`config.mk`:
```
export PLATFORM = sky130hd
export DESIGN_NAME = johnson_decoder_flat
export DESIGN_NICKNAME = d
export VERILOG_FILES = /design/src/rtl/johnson_decoder_if.sv /design/src/rtl/johnson_decoder.sv /design/src/flat_wrapper.sv
export SDC_FILE = /design/constraint.sdc
export NUM_CORES = 1
export LEC_CHECK = 0
export ABC_CLOCK_PERIOD_IN_PS = 4430
export CORE_MARGIN = 4
export CORE_UTILIZATION = 41
export DETAILED_ROUTE_END_ITERATION = 7
export GPL_TIMING_DRIVEN = 0
export HOLD_SLACK_MARGIN = 0.05
export PLACE_DENSITY = 0.66
export SYNTH_ARGS = -nofsm -noshare
export SYNTH_HDL_FRONTEND = slang
export SYNTH_SLANG_ARGS = --single-unit
```
`constraint.sdc`:
```
create_clock -name clk -period 4.43 [get_ports clk]
set_clock_uncertainty 0.05 [all_clocks]
set_input_delay 0.443 -clock clk [delete_from_list [all_inputs] [get_ports clk]]
set_output_delay 0.443 -clock clk [all_outputs]
set_load 0.005 [all_outputs]
```
`src/rtl/johnson_decoder_if.sv`:
```
// rtl/johnson_decoder_if.sv - code stream in / decoded phase and status out for johnson_decoder
interface johnson_decoder_if #(
    parameter int WIDTH = 3,
    parameter int PW    = 3
);
    logic [WIDTH-1:0] code_in;
    logic             code_valid;
    logic             err_clr;
    logic [PW-1:0]    phase;
    logic             phase_valid;
    logic             locked;
    logic             illegal_err;
    logic             skip_err;
    logic             wrap;
    logic [7:0]       err_count;

    modport master (
        output code_in, code_valid, err_clr,
        input  phase, phase_valid, locked, illegal_err, skip_err, wrap, err_count
    );

    modport slave (
        input  code_in, code_valid, err_clr,
        output phase, phase_valid, locked, illegal_err, skip_err, wrap, err_count
    );
endinterface

```
`src/rtl/johnson_decoder.sv`:
```
// rtl/johnson_decoder.sv - Johnson-code phase decoder with HUNT/LOCKED step tracking and error counting
module johnson_decoder #(
    parameter int WIDTH    = 3,
    parameter int LOCK_CNT = 2,
    parameter int PW       = 3
) (
    input  logic            clk,
    input  logic            rst,
    johnson_decoder_if.slave bus
);
    localparam int NPH = 2 * WIDTH;
    localparam int SW  = (LOCK_CNT < 2) ? 1 : $clog2(LOCK_CNT + 1);
    localparam logic [PW-1:0]    LAST_PH    = PW'(NPH - 1);
    localparam logic [SW-1:0]    LOCK_STEPS = SW'(LOCK_CNT);
    localparam logic [WIDTH-1:0] ONE_W      = WIDTH'(1);

    typedef enum logic {HUNT = 1'b0, LOCKED = 1'b1} state_t;
    state_t state, state_d;

    logic [PW-1:0] phase_q, phase_d;
    logic          ref_valid, ref_valid_d;
    logic [SW-1:0] step, step_d;
    logic [7:0]    err_q, err_d;
    logic          pv_q, ill_q, skip_q, wrap_q;
    logic          pv_d, ill_d, skip_d, wrap_d;

    logic          legal, is_next, is_hold, err_evt;
    logic [PW-1:0] rx_phase, expected;
    logic [SW-1:0] step_inc;

    // Legal codes are a run of ones anchored at the LSB, or its complement.
    function automatic logic is_legal(input logic [WIDTH-1:0] c);
        logic [WIDTH-1:0] nc;
        nc = ~c;
        return ((c & (c + ONE_W)) == '0) || ((nc & (nc + ONE_W)) == '0);
    endfunction

    function automatic logic [PW-1:0] decode(input logic [WIDTH-1:0] c);
        logic [PW-1:0] n;
        n = '0;
        for (int i = 0; i < WIDTH; i++) n = n + PW'(c[i]);
        return c[WIDTH-1] ? (PW'(NPH) - n) : n;
    endfunction

    assign legal    = is_legal(bus.code_in);
    assign rx_phase = decode(bus.code_in);
    assign expected = (phase_q == LAST_PH) ? '0 : phase_q + PW'(1);
    assign is_next  = ref_valid && (rx_phase == expected);
    assign is_hold  = ref_valid && (rx_phase == phase_q);
    assign step_inc = step + SW'(1);

    always_ff @(posedge clk or posedge rst) begin
        if (rst) begin
            state     <= HUNT;
            phase_q   <= '0;
            ref_valid <= 1'b0;
            step      <= '0;
            err_q     <= '0;
            pv_q      <= 1'b0;
            ill_q     <= 1'b0;
            skip_q    <= 1'b0;
            wrap_q    <= 1'b0;
        end else begin
            state     <= state_d;
            phase_q   <= phase_d;
            ref_valid <= ref_valid_d;
            step      <= step_d;
            err_q     <= err_d;
            pv_q      <= pv_d;
            ill_q     <= ill_d;
            skip_q    <= skip_d;
            wrap_q    <= wrap_d;
        end
    end

    always_comb begin
        state_d = state;
        if (bus.code_valid) begin
            if (!legal) begin
                state_d = HUNT;
            end else if (state == LOCKED) begin
                if (!is_next && !is_hold) state_d = HUNT;
            end else if (is_next && (step_inc == LOCK_STEPS)) begin
                state_d = LOCKED;
            end
        end
    end

    always_comb begin
        phase_d     = phase_q;
        ref_valid_d = ref_valid;
        step_d      = step;
        pv_d        = 1'b0;
        ill_d       = 1'b0;
        skip_d      = 1'b0;
        wrap_d      = 1'b0;
        if (bus.code_valid) begin
            if (!legal) begin
                ill_d  = 1'b1;
                step_d = '0;
            end else begin
                pv_d        = 1'b1;
                phase_d     = rx_phase;
                ref_valid_d = 1'b1;
                if (state == LOCKED) begin
                    if (is_next) begin
                        wrap_d = (phase_q == LAST_PH);
                    end else if (!is_hold) begin
                        skip_d = 1'b1;
                        step_d = '0;
                    end
                end else begin
                    step_d = is_next ? step_inc : '0;
                end
            end
        end
        // A clear that coincides with an error still records that error.
        err_evt = ill_d | skip_d;
        if (bus.err_clr)
            err_d = {7'd0, err_evt};
        else if (err_evt && (err_q != 8'hFF))
            err_d = err_q + 8'd1;
        else
            err_d = err_q;
    end

    assign bus.phase       = phase_q;
    assign bus.phase_valid = pv_q;
    assign bus.locked      = (state == LOCKED);
    assign bus.illegal_err = ill_q;
    assign bus.skip_err    = skip_q;
    assign bus.wrap        = wrap_q;
    assign bus.err_count   = err_q;
endmodule
```
`src/flat_wrapper.sv`:
```
// flat-port wrapper written by rule: the top's interface ports become plain ports
module johnson_decoder_flat 
#(
    parameter int WIDTH    = 3,
    parameter int LOCK_CNT = 2,
    parameter int PW       = 3
)
  (clk, rst, bus_code_in, bus_code_valid, bus_err_clr, bus_phase, bus_phase_valid, bus_locked, bus_illegal_err, bus_skip_err, bus_wrap, bus_err_count);
  johnson_decoder_if #(.WIDTH(WIDTH), .PW(PW)) bus_i ();
  input  logic clk;
  input  logic rst;
  input wire logic [$bits(bus_i.code_in)-1:0] bus_code_in;
  input wire logic [$bits(bus_i.code_valid)-1:0] bus_code_valid;
  input wire logic [$bits(bus_i.err_clr)-1:0] bus_err_clr;
  output wire logic [$bits(bus_i.phase)-1:0] bus_phase;
  output wire logic [$bits(bus_i.phase_valid)-1:0] bus_phase_valid;
  output wire logic [$bits(bus_i.locked)-1:0] bus_locked;
  output wire logic [$bits(bus_i.illegal_err)-1:0] bus_illegal_err;
  output wire logic [$bits(bus_i.skip_err)-1:0] bus_skip_err;
  output wire logic [$bits(bus_i.wrap)-1:0] bus_wrap;
  output wire logic [$bits(bus_i.err_count)-1:0] bus_err_count;
  assign bus_i.code_in = bus_code_in;
  assign bus_i.code_valid = bus_code_valid;
  assign bus_i.err_clr = bus_err_clr;
  assign bus_phase = bus_i.phase;
  assign bus_phase_valid = bus_i.phase_valid;
  assign bus_locked = bus_i.locked;
  assign bus_illegal_err = bus_i.illegal_err;
  assign bus_skip_err = bus_i.skip_err;
  assign bus_wrap = bus_i.wrap;
  assign bus_err_count = bus_i.err_count;
  johnson_decoder #(.WIDTH(WIDTH), .LOCK_CNT(LOCK_CNT), .PW(PW)) u_core (.clk(clk), .rst(rst), .bus(bus_i));
endmodule
```
==> reports/results.txt <==
HP Class -> register to register
initial detailed-routing violation count -> 24
Seq/Total Area, Yosys -> 0.412
clk buf depth -> 2
Pint -> 263 µW
Synth Register Bits -> 19
detailed-route DRC error count -> 0
Final Hold Vio Count -> 0
Reg clk slew, reported paths -> 0.11 ns
Worst Setup Slack, final -> 1.37 ns
Initial Util -> 0.445
Total Power -> 374 µW
Seq pwr share -> 0.509
via count -> 1,012
number of enable flip-flop cells after synthesis -> 0
Max FO, Critical Path -> 10
Filler Cell Count -> 245
WL per Instance -> 13.9 µm
VDD IR-drop max -> 0.173 mV
width of the chip -> 61.0 µm
combinational share of power -> 0.263
Die ar. -> 3730 µm²
Arrival @ worst endpoint -> 3.19 ns
status -> finished, final reports clean
RePlAce Congestion -> 0.817
FP Rows -> 18
Pre-Repair DR Iteration Count -> 4
CTS tree -> built
CTS Buf Count -> 3
clock share of power -> 0.228
routed wire length -> 2490 µm
syn_area_per_cell -> 9.38 µm²
root buffer cell -> clkbuf_4
I/O pin cnt -> 23
CP Data Required Time -> 4.56 ns
Syn. warnings -> 0
Unique masters post-synth -> 39
pin count of the biggest net entering global routing -> 20
vias in the first global route -> 1,058
CORE AREA -> 2590 µm²
Slew Viols, Final -> 0
worst slew pin tran -> 0.741 ns
NumNets Final -> 160
max_slew headroom -> 0.506
final count of negative-setup-slack endpoints -> 0
max incr delay on CP -> 0.46 ns
overall overflow remaining after global route -> 0
clk sinks -> 19
die height -> 61.0 µm
Tcrit/Tclk final -> 0.691
register area -> 475 µm²
Pleak -> 0.000587 µW
RSZ-0062 raised after global routing -> no
PD cells -> 260 nW/µm²
Resized Gates After CTS -> 0
mapped cell area -> 1150 µm²
vias per cell -> 5.65
H-tree Lvls -> 1
critical path startpoint category -> input pin
share of cells above drive strength 1 -> 0.0738
diode count -> 0
Post-DP HPWL -> 1850 µm
P&R area growth vs syn -> 24.7%
Min Clock Period, post-route -> 3.06 ns
maxcap violations -> 0
top_reg_cell synth -> dfrtp_1
Synth Net Count -> 133
Setup WS pre-CTS -> 1.05 ns
CP cell instances -> clkdlybuf4s50_1 > ha_1 > buf_2 > or3_1 > a311oi_1 > o311a_4 > o31a_1 > buf_6 > nor4_1 > mux2_1
global-route wire length before repair -> 4530 µm
# hold bufs at CTS -> 0
Post-CTS Setup Inserts -> 0
highest clock rate -> 327 MHz
Critical Setup Path Class -> input pin to register
Clock Latency Late Sink -> 0.29 ns
CP endpoint kind -> register
initial antenna violation count -> 0
Cells after Synth -> 123
overall routing resource usage -> 0.160
Port Buffers -> 22
total net switching power -> 111 µW
Sw Share -> 0.296
setup TNS -> 0 ns
CP max-delay cell -> clkdlybuf4s50_1
area occupied by multi-input gates -> 589 µm²
fraction of registers with async set/reset -> 1.00
Antenna Nets Post-Route -> 0
kinds of logic after synthesis:
logic type	after synthesis	share of synthesized area
AO/OA/AOI/OAI	28	0.176
XOR/XNOR	4	0.0304
buffers and inverters	17	0.0770
adder cells (fa/ha/maj)	3	0.0325
flip-flops	19	0.412
AND/OR/NAND/NOR	50	0.253
multiplexers	2	0.0195
final cells by class:
| cell class | count | area share |
|---|---|---|
| multi-input combinational | 87 | 0.410 |
| clock buffer | 3 | 0.0157 |
| timing repair buffer | 22 | 0.153 |
| clock inverter | 1 | 0.00348 |
| inverter | 9 | 0.0235 |
| buffer | 8 | 0.0383 |
| sequential | 19 | 0.330 |
| tap | 30 | 0.0261 |
worst max-delay path: cells and delay by family:
family                     cells  cell delay [ns]
buffers and inverters          3             0.77
adders and majority gates      1             0.29
AOI/OAI and AO/OA              3             0.84
muxes                          1             0.35
and+or+nand+nor                2             0.49
layout by cell type, fill, tap and decap left out, types with 2 or more instances in the layout:
| cell | count |
|---|---|
| buf_2 | 2 |
| nand4b_1 | 3 |
| ha_1 | 3 |
| a21oi_1 | 5 |
| nand3_1 | 4 |
| mux2_1 | 2 |
| a311oi_1 | 3 |
| nor4b_1 | 2 |
| nor4_1 | 3 |
| o31ai_1 | 5 |
| nand2_1 | 10 |
| dfrtp_1 | 19 |
| nor2b_1 | 4 |
| or4_1 | 3 |
| and3_1 | 3 |
| clkbuf_4 | 3 |
| buf_6 | 3 |
| nand4_1 | 3 |
| nor2_1 | 6 |
| o21ai_0 | 7 |
| inv_1 | 9 |
| nand3b_1 | 2 |
| clkdlybuf4s50_1 | 22 |
| clkbuf_1 | 3 |
| xnor2_1 | 3 |
power groups by stage:
| stage | sequential (µW) | combinational [µW] | clock, µW |
|---|---|---|---|
| after floorplan | 193 | 64.2 | 0 |
| after global placement | 193 | 96.3 | 0 |
| after detailed placement | 194 | 98.8 | 0 |
| after CTS | 190 | 99.5 | 93.6 |
| after global routing | 192 | 111 | 103 |
| final | 190 | 98.6 | 85.2 |
cells in the mapped netlist, types with 2 or more instances:
master	n	area, µm²
dfrtp_1	19	475
nand2_1	10	37.5
inv_1	9	33.8
o21ai_0	7	35.0
nor2_1	6	22.5
a21oi_1	5	25.0
o31ai_1	5	37.5
nand3_1	4	20.0
nor2b_1	4	25.0
a311oi_1	3	26.3
and3_1	3	18.8
buf_6	3	33.8
clkbuf_1	3	11.3
ha_1	3	37.5
nand4_1	3	18.8
nand4b_1	3	26.3
nor4_1	3	18.8
or4_1	3	22.5
xnor2_1	3	26.3
buf_2	2	10.0
mux2_1	2	22.5
nand3b_1	2	15.0
nor4b_1	2	17.5
through the flow:
step	hold WS [ns]	instances	util	cell area [µm²]
floorplan	0.344	123	-	1150
global placement	0.426	175	0.545	1410
detailed placement	0.424	175	0.545	1410
CTS	0.456	179	0.556	1440
global route	0.496	179	0.556	1440
finish	0.452	179	0.556	1440
routing by layer:
metal / GRT usage / vias to the layer above / share of wire
li1: - / 501 / -
met1: 0.200 / 486 / 0.46
met2: 0.275 / 23 / 0.48
met3: 0.0377 / 2 / 0.055
met4: 0.0495 / 0 / 0.0052
met5: 0 / - / 0
final timing paths:
check                                    start                       to  slack, ns  cells past startpoint
max reg2reg                u_core.bus.phase[2]  u_core.bus.err_count[6]       1.93                      7
min reg2reg                     u_core.step[1]           u_core.step[1]       0.45                      1
max in group asynchronous                  rst      u_core.bus.phase[1]       3.34                      2
min                             u_core.step[1]           u_core.step[1]       0.45                      1
min in group asynchronous                  rst  u_core.bus.err_count[3]       0.51                      2
max                             bus_code_in[0]  u_core.bus.err_count[6]       1.37                     10
flip-flops by register name, indices dropped and copies added, names as in the netlist:
register / count
u_core.bus.err_count: 8
u_core.bus.illegal_err: 1
u_core.bus.locked: 1
u_core.bus.phase: 3
u_core.bus.phase_valid: 1
u_core.bus.skip_err: 1
u_core.bus.wrap: 1
u_core.ref_valid: 1
u_core.step: 2
Note: power is estimated with default switching activity, not from simulation.
